`src/rtl/lvds_rx_init_seq.sv`:
```
// Reset/lock sequencer for a multi-channel LVDS receiver: PLL reset, lock qualification, DPA wait,
// FIFO/CDA reset pulses, timeouts with bounded retry. Define LVDS_INIT_PERCH_CDA_EN for per-channel CDA resets.
module lvds_rx_init_seq #(
  parameter int NUM_CH          = 4,
  parameter int PLL_RST_CYC     = 4,
  parameter int LOCK_STABLE_CYC = 20,
  parameter int FIFO_RST_CYC    = 1,
  parameter int CDA_RST_CYC     = 1,
  parameter int TIMEOUT_CYC     = 65535,
  parameter int MAX_RETRY       = 3
) (
  input  logic                           inclock,
  input  logic                           rst_n,
  input  logic                           start,
  input  logic                           rx_locked,
  input  logic [NUM_CH-1:0]              rx_dpa_locked,
  output logic                           pll_areset,
  output logic                           rx_reset,
  output logic [NUM_CH-1:0]              rx_fifo_reset,
  output logic [NUM_CH-1:0]              rx_cda_reset,
  output logic                           done,
  output logic                           error,
  output logic                           lock_lost,
  output logic [$clog2(MAX_RETRY+1)-1:0] retry_cnt
);
  // state     | meaning
  // S_IDLE    | post-reset, all resets asserted, waiting for start
  // S_PLL_RST | pll_areset held for PLL_RST_CYC cycles
  // S_WAIT    | qualifying rx_locked stability, timeout running
  // S_DPA     | rx_reset released, waiting for every DPA lock, timeout running
  // S_FIFO    | rx_fifo_reset pulse
  // S_CDA     | rx_cda_reset pulse(s)
  // S_DONE    | link usable, watching for lock loss
  // S_FAIL    | retries exhausted, waiting for start
  typedef enum logic [2:0] {
    S_IDLE, S_PLL_RST, S_WAIT, S_DPA, S_FIFO, S_CDA, S_DONE, S_FAIL
  } state_t;

  localparam int PH_MAX0 = (PLL_RST_CYC > FIFO_RST_CYC) ? PLL_RST_CYC : FIFO_RST_CYC;
  localparam int PH_MAX  = (PH_MAX0 > CDA_RST_CYC) ? PH_MAX0 : CDA_RST_CYC;
  localparam int PH_W    = $clog2(PH_MAX + 1);
  localparam int STAB_W  = $clog2(LOCK_STABLE_CYC + 1);
  localparam int TMO_W   = $clog2(TIMEOUT_CYC + 1);
  localparam int RTY_W   = $clog2(MAX_RETRY + 1);

  state_t             state_q, state_d;
  logic [PH_W-1:0]    ph_q, ph_d;
  logic [STAB_W-1:0]  stab_q, stab_d;
  logic [TMO_W-1:0]   tmo_q, tmo_d;
  logic [RTY_W-1:0]   retry_q, retry_d;
  logic               pll_q, pll_d, rxr_q, rxr_d;
  logic [NUM_CH-1:0]  fifo_q, fifo_d, cda_q, cda_d;
  logic               done_q, done_d, err_q, err_d, ll_q, ll_d;
  logic               fail;
`ifdef LVDS_INIT_PERCH_CDA_EN
  localparam int CH_W = (NUM_CH > 1) ? $clog2(NUM_CH) : 1;
  logic [CH_W-1:0]    ch_q, ch_d;
`endif

  always_comb begin
    state_d = state_q;
    ph_d    = ph_q;
    stab_d  = stab_q;
    tmo_d   = tmo_q;
    retry_d = retry_q;
    pll_d   = pll_q;
    rxr_d   = rxr_q;
    fifo_d  = fifo_q;
    cda_d   = cda_q;
    done_d  = done_q;
    err_d   = err_q;
    ll_d    = 1'b0;
    fail    = 1'b0;
`ifdef LVDS_INIT_PERCH_CDA_EN
    ch_d    = ch_q;
`endif
    case (state_q)
      S_IDLE: if (start) begin
        state_d = S_PLL_RST;
        retry_d = '0;
        ph_d    = '0;
      end
      S_PLL_RST: begin
        if (ph_q == PH_W'(PLL_RST_CYC - 1)) begin
          pll_d   = 1'b0;
          state_d = S_WAIT;
          stab_d  = '0;
          tmo_d   = '0;
        end else begin
          ph_d = ph_q + PH_W'(1);
        end
      end
      S_WAIT: begin
        stab_d = rx_locked ? stab_q + STAB_W'(1) : '0;
        tmo_d  = tmo_q + TMO_W'(1);
        // success is tested first so it wins over a coincident timeout
        if (rx_locked && stab_q == STAB_W'(LOCK_STABLE_CYC - 1)) begin
          rxr_d   = 1'b0;
          state_d = S_DPA;
          stab_d  = '0;
          tmo_d   = '0;
        end else if (tmo_q == TMO_W'(TIMEOUT_CYC - 1)) begin
          fail = 1'b1;
        end
      end
      S_DPA: begin
        tmo_d = tmo_q + TMO_W'(1);
        if (!rx_locked) begin
          fail = 1'b1;
        end else if (&rx_dpa_locked) begin
          state_d = S_FIFO;
          fifo_d  = '1;
          ph_d    = '0;
        end else if (tmo_q == TMO_W'(TIMEOUT_CYC - 1)) begin
          fail = 1'b1;
        end
      end
      S_FIFO: begin
        if (ph_q == PH_W'(FIFO_RST_CYC - 1)) begin
          fifo_d  = '0;
          state_d = S_CDA;
          ph_d    = '0;
`ifdef LVDS_INIT_PERCH_CDA_EN
          cda_d   = NUM_CH'(1);
          ch_d    = '0;
`else
          cda_d   = '1;
`endif
        end else begin
          ph_d = ph_q + PH_W'(1);
        end
      end
      S_CDA: begin
`ifdef LVDS_INIT_PERCH_CDA_EN
        // each channel slot is CDA_RST_CYC pulse cycles plus one idle gap
        if (ph_q == PH_W'(CDA_RST_CYC)) begin
          if (ch_q == CH_W'(NUM_CH - 1)) begin
            done_d  = 1'b1;
            state_d = S_DONE;
          end else begin
            ch_d  = ch_q + CH_W'(1);
            ph_d  = '0;
            cda_d = NUM_CH'(1) << (ch_q + CH_W'(1));
          end
        end else begin
          ph_d = ph_q + PH_W'(1);
          if (ph_q == PH_W'(CDA_RST_CYC - 1)) cda_d = '0;
        end
`else
        if (ph_q == PH_W'(CDA_RST_CYC - 1)) begin
          cda_d   = '0;
          done_d  = 1'b1;
          state_d = S_DONE;
        end else begin
          ph_d = ph_q + PH_W'(1);
        end
`endif
      end
      S_DONE: if (!rx_locked) begin
        done_d  = 1'b0;
        ll_d    = 1'b1;
        retry_d = '0;
        rxr_d   = 1'b1;
        pll_d   = 1'b1;
        state_d = S_PLL_RST;
        ph_d    = '0;
      end
      S_FAIL: if (start) begin
        err_d   = 1'b0;
        retry_d = '0;
        state_d = S_PLL_RST;
        ph_d    = '0;
      end
      default: state_d = S_IDLE;
    endcase

    if (fail) begin
      retry_d = retry_q + RTY_W'(1);
      rxr_d   = 1'b1;
      pll_d   = 1'b1;
      stab_d  = '0;
      tmo_d   = '0;
      ph_d    = '0;
      if (retry_q + RTY_W'(1) == RTY_W'(MAX_RETRY)) begin
        err_d   = 1'b1;
        state_d = S_FAIL;
      end else begin
        state_d = S_PLL_RST;
      end
    end
  end

  always_ff @(posedge inclock or negedge rst_n) begin
    if (!rst_n) begin
      state_q <= S_IDLE;
      ph_q    <= '0;
      stab_q  <= '0;
      tmo_q   <= '0;
      retry_q <= '0;
      pll_q   <= 1'b1;
      rxr_q   <= 1'b1;
      fifo_q  <= '0;
      cda_q   <= '0;
      done_q  <= 1'b0;
      err_q   <= 1'b0;
      ll_q    <= 1'b0;
`ifdef LVDS_INIT_PERCH_CDA_EN
      ch_q    <= '0;
`endif
    end else begin
      state_q <= state_d;
      ph_q    <= ph_d;
      stab_q  <= stab_d;
      tmo_q   <= tmo_d;
      retry_q <= retry_d;
      pll_q   <= pll_d;
      rxr_q   <= rxr_d;
      fifo_q  <= fifo_d;
      cda_q   <= cda_d;
      done_q  <= done_d;
      err_q   <= err_d;
      ll_q    <= ll_d;
`ifdef LVDS_INIT_PERCH_CDA_EN
      ch_q    <= ch_d;
`endif
    end
  end

  assign pll_areset    = pll_q;
  assign rx_reset      = rxr_q;
  assign rx_fifo_reset = fifo_q;
  assign rx_cda_reset  = cda_q;
  assign done          = done_q;
  assign error         = err_q;
  assign lock_lost     = ll_q;
  assign retry_cnt     = retry_q;
endmodule

```
`config.mk`:
```
export PLATFORM = sky130hd
export DESIGN_NAME = lvds_rx_init_seq
export DESIGN_NICKNAME = d
export VERILOG_FILES = /design/src/rtl/lvds_rx_init_seq.sv
export SDC_FILE = /design/constraint.sdc
export NUM_CORES = 1
export LEC_CHECK = 0
export BUFFER_PORTS_ARGS = -buffer_cell sky130_fd_sc_hd__buf_2
export CAP_MARGIN = 20
export CORE_MARGIN = 2
export CORE_UTILIZATION = 50
export CTS_CLUSTER_DIAMETER = 120
export DETAILED_ROUTE_END_ITERATION = 8
export PLACE_DENSITY = 0.73
export SYNTH_ARGS = -nofsm -noshare
export SYNTH_HDL_FRONTEND = slang
export SYNTH_SLANG_ARGS = --single-unit
```
`constraint.sdc`:
```
create_clock -name inclock -period 1.7 [get_ports inclock]
set_input_delay 0 -clock inclock [delete_from_list [all_inputs] [get_ports inclock]]
set_output_delay 0 -clock inclock [all_outputs]
set_load 0.01 [all_outputs]
```
== After elaboration in Yosys (flattened, before gate mapping) ==
Cells that the tools add are included.

* $add $sub $neg: 4
* Equal/unequal tests: 26
* Muxes and demuxes: 60
* Reductions and logical operators: 24

{| class="wikitable"
|+ Operators with widths
! cell !! count
|-
| 2-to-1 mux 3 bit || 18
|-
| 2-to-1 mux 16 bit || 3
|-
| one-hot mux 16 bit (3 select lines) || 1
|-
| inequality test 3 bit (second input constant) || 9
|-
| one-hot mux 3 bit (7 select lines) || 1
|-
| 2-to-1 mux 5 bit || 4
|-
| one-hot mux 3 bit (6 select lines) || 1
|-
| 2-to-1 mux 1 bit || 17
|-
| adder 16 x 1 -> 16 bit (second input constant) || 1
|-
| == test 16 bit (second input constant) || 1
|-
| 2-to-1 mux 4 bit || 4
|-
| one-hot mux 4 bit (2 select lines) || 2
|-
| AND reduction 3 bit || 5
|-
| == test 3 bit (second input constant) || 4
|-
| nonzero test 3 bit || 4
|-
| inequality test 2 bit (second input constant) || 5
|-
| one-hot mux 5 bit (2 select lines) || 1
|-
| == test 3 x 2 -> 1 bit (second input constant) || 3
|-
| one-hot mux 1 bit (2 select lines) || 4
|-
| AND reduction 4 bit || 2
|-
| AND reduction 8 bit || 1
|-
| AND reduction 7 bit || 1
|-
| nonzero test 7 bit || 1
|-
| zero test 3 bit || 2
|-
| other kinds (14) || 19
|}

* Register bits after elaboration: 42
* Bits of input ports: 8
* Output and inout port bits: 15
* Logic and storage cells: 126

== Depth between registers and ports, before layout ==
* Depth after elaboration: 7
* Mapped depth: 9
* Gate-level depth less buffers: 7

== Worst setup path after synthesis ==
No wires, ideal clock.

* Kind: register -> register
* Start: register stab_q[0]
* End: register tmo_q[3]
* Library setup time: 0.078 ns
* Arrival: 1.774 ns
* Data required time: 1.622 ns
* Path slack: -0.152 ns
* Stages on the path, launching flop included: 9
* Buffers on the path: 2
* Period minus slack after synthesis: 1.852 ns
* Cell sequence: dfrtp_1 > ha_1 > and4bb_2 > a211oi_2 > a21bo_1 > buf_4 > buf_4 > o21ai_0 > o2bb2ai_1

* Cells in the longest elaborated chain, start to end: 6
* Elaborated cells between the ends (all ways): 10
* Classes of those cells: eq/ne: 2; mux: 5; reduce/logical: 3

{| class="wikitable"
|+ RTL lines
! element !! RTL line !! text
|-
| start: declaration || 48 || <nowiki>logic [STAB_W-1:0] stab_q, stab_d;</nowiki>
|-
| start signal: assignment || 213 || <nowiki>stab_q <= stab_d;</nowiki>
|-
| == test 5 bit * || 97 || <nowiki>if (rx_locked && stab_q == STAB_W'(LOCK_STABLE_CYC - 1)) begin</nowiki>
|-
| logical AND 1 bit * || 97 ||
|-
| 2-to-1 mux 1 bit || 97 ||
|-
| one-hot mux 1 bit (2 select lines) || 77 || <nowiki>case (state_q)</nowiki>
|-
| inequality test 3 bit (no line) / nonzero test 4 bit (equally long branches) || - ||
|-
| AND reduction 2 bit (no line) || - ||
|-
| end signal: assignment || 214 || <nowiki>tmo_q <= tmo_d;</nowiki>
|-
| end: declaration || 49 || <nowiki>logic [TMO_W-1:0] tmo_q, tmo_d;</nowiki>
|}

Every way passes the cells marked *; elsewhere a longest branch is shown, timed or not.
A chain may end at the register's enable or synchronous reset.

== Final worst setup path ==
* Start: register stab_q[0]
* End: register tmo_q[10]

The elaborated chain is that of the path after synthesis.

==> impl_metrics.toml <==
[timing]
finalCriticalPeriod_ps = 1900
relSlewSlack = 0.636
finalWorstSetupSlack_ps = -199
skew_ps = 4.52
clock.fmax_mhz = 527
max_slew.worst_pin.slew_ps = 545
slew_viol_final = 0
period_share = 1.12
finalHoldViolations = 0
grt_setup_unrepaired = "true"
setup_viol = 24

[run_status]
status = "complete, but fails checks"
violations = "negative setup slack"

[die]
die_w_um = 71.8
die-area_um2 = 5150
die_height_um = 71.8
start_util = 0.524
coreArea_um2 = 4380
rows = 24
io_pins = 23

[placed_design]
hpwl_um = 4150
place_congestion = 0.929
place_inst = 368
io_buffers = 22

[worst_hold_path]
hp-class = "in -> reg"
worst_hold_startpoint = "start"

[logic_synthesis]
avgSynthCellArea_um2 = 9.01
post-synth-top-count-cell = "dfrtp_1"
synthesis.nets = 270
synth_area_leader_cell = "dfrtp_1"
synth_area_leaders = "dfrtp_1 (37%), o21ai_0 (5.0%), buf_4 (3.9%)"
syn_inst = 255
synth-edff-count = 0
yosysTopAreaCellShare = 0.370
synth_commonest_cells = "dfrtp_1 (34), nand2_1 (23), o21ai_0 (23), nor2_1 (18), nand3_1 (15)"
syn-cell-area_um2 = 2300
synth_ff_type = "dfrtp_1"
yosysSeqAreaShare = 0.393
synth-seq-cells = 36
synth.distinct_cells = 56
synth-async-reset-ratio = 1.00
yosysWarnings = 0

[job]
maxCapViolCount = 0

[detailed_routing]
met1_length_um = 2850
drc_errors = 0
viasPerCell = 5.83
routed.top_layer = "met4"
first_pass_iters = 4
drt_wl_total_um = 6410
initialDrtViolationCount = 157
wl_met3_um = 288
dr_wl_met2_um = 3110
drtAntennaViolNets = 0
vias = 2238
routedWlPerCell_um = 16.7

[critical_path]
cp-startpoint = "stab_q[0]"
path_max_fanout = 11
r2r_slack_ps = -200
worstPathArrival_ps = 2140
end_kind = "flop"
required_ps = 1940
timing.rr.start = "stab_q[0]"
crit_path_start_kind = "flop"
worstSetupPathType = "reg -> reg"

[final_layout]
num_antenna_cells = 0
nets = 346
drive_gt1_frac = 0.455
area_growth_pct = 39.5
post_layout_nonfiller_instances = 384

[cts]
clk_latency_ps = 290
cts_tree = "built"
cts_sinks = 36
path_clk_slew_ps = 70
numCtsBuffers = 5
cts_root_buffer = "clkbuf_8"
h-tree-depth = 2
clockBufferDepth = 2

[global_routing]
antenna_found_initial = 0
grt_pass1_vias = 2053
grt_max_degree = 23
grt_usage = 0.229
gr-total-overflow = 0
grt_pass1_wl_um = 9310

[power]
vdd_drop_max_mv = 1.19
total_leakage_power_nw = 1.50
p_comb_frac = 0.611
pwr-share-seq = 0.256
p_int_mw = 2.78
power_mw = 4.85
p_clk_frac = 0.132
p_per_area_nw_per_um2 = 1510
p_sw_frac = 0.426
power.switching_mw = 2.07
==> registers in the layout, summed over array words and instances (netlist names) <==
name,cells
state_q,3
ph_q,3
rx_fifo_reset,1
lock_lost,1
retry_cnt,2
tmo_q,16
done,1
error,1
rx_reset,1
pll_areset,1
rx_cda_reset,1
stab_q,5
==> worst max-delay path: stages (launching register included) <==
cell      delay, ps
dfrtp_1         390
ha_2            190
and4bb_2        250
a211oi_2        190
a21bo_2         270
buf_4           190
o21ai_0         230
a21o_1          150
==> stage by stage <==
step	TNS (ps)	worst slack [ps]	cell area (um^2)	util	hold slack, ps
floorplan	-610	-94.4	2370	-	-296
global placement	-1140	-129	2840	0.647	8.74
detailed placement	-2120	-211	2840	0.647	6.97
CTS	-1580	-163	3010	0.687	54.7
global route	-5140	-300	3200	0.731	94.1
finish	-2820	-199	3200	0.731	55.9
==> logic make-up after synthesis <==
group	Yosys count	synth area share
DFF	36	0.393
buffers and inverters	32	0.0730
muxes	6	0.0267
AOI/OAI and AO/OA	67	0.193
xor gates and xnor gates	3	0.0114
adders and majority gates	7	0.0381
and+or+nand+nor	104	0.264
==> final timing paths <==
kind                                   endpoint  cells past startpoint
worst min-delay path                      error                      4
max in group asynchronous              rx_reset                      3
worst min register to register            error                      2
min in group asynchronous       rx_cda_reset[2]                      2
worst max register to register        tmo_q[10]                      7
worst max-delay path                  tmo_q[10]                      7
==> cell usage in the layout (no fill, tap or decap), types with 3 or more instances in the layout <==
cell type   n
a21o_1      5
or3_1       3
nand2_1    18
nand2b_1    7
o21ai_0     8
nand4_4     3
clkbuf_8    6
nand2_2     4
ha_2        4
a21oi_1     9
mux2i_1     4
dfrtp_1    34
buf_6       3
inv_1      11
o21ai_2     5
buf_4      62
nand3_1    13
nor4_2      4
a211o_1     3
o21ai_1    11
a21oi_2     3
nor3_1      5
nand4_1     4
nor2_1     16
buf_2      22
==> power groups by stage <==
stage          Combinational [mW]  Clock, mW  Sequential [mW]
4_1_cts                      2.57      0.654             1.23
6_report                     2.97      0.642             1.24
3_3_place_gp                 2.40          0             1.23
5_1_grt                      3.20      0.674             1.27
2_1_floorplan                1.59          0             1.28
3_5_place_dp                 2.46          0             1.25
==> layer usage <==
layer,GRT usage,up-vias
li1,-,1070
met1,0.311,1069
met2,0.374,77
met3,0.0436,22
met4,0.0629,0
met5,0,-
==> layout make-up <==
cell class                 count  area, um^2
sequential                    36         903
clock buffer                   8        90.1
multi-input combinational    187        1480
tap                           52        65.1
timing repair buffer          88         619
inverter                      13        48.8
fill                         304        1180
==> repair_timing <==
item                       CTS  global route
resized for setup           14            45
hold buffers                 1             0
setup endpoints to repair   25            31
hold endpoints to repair    20             0
pin swaps                    4            11
buffers inserted             4             5
(Power assumes the default switching activity.)
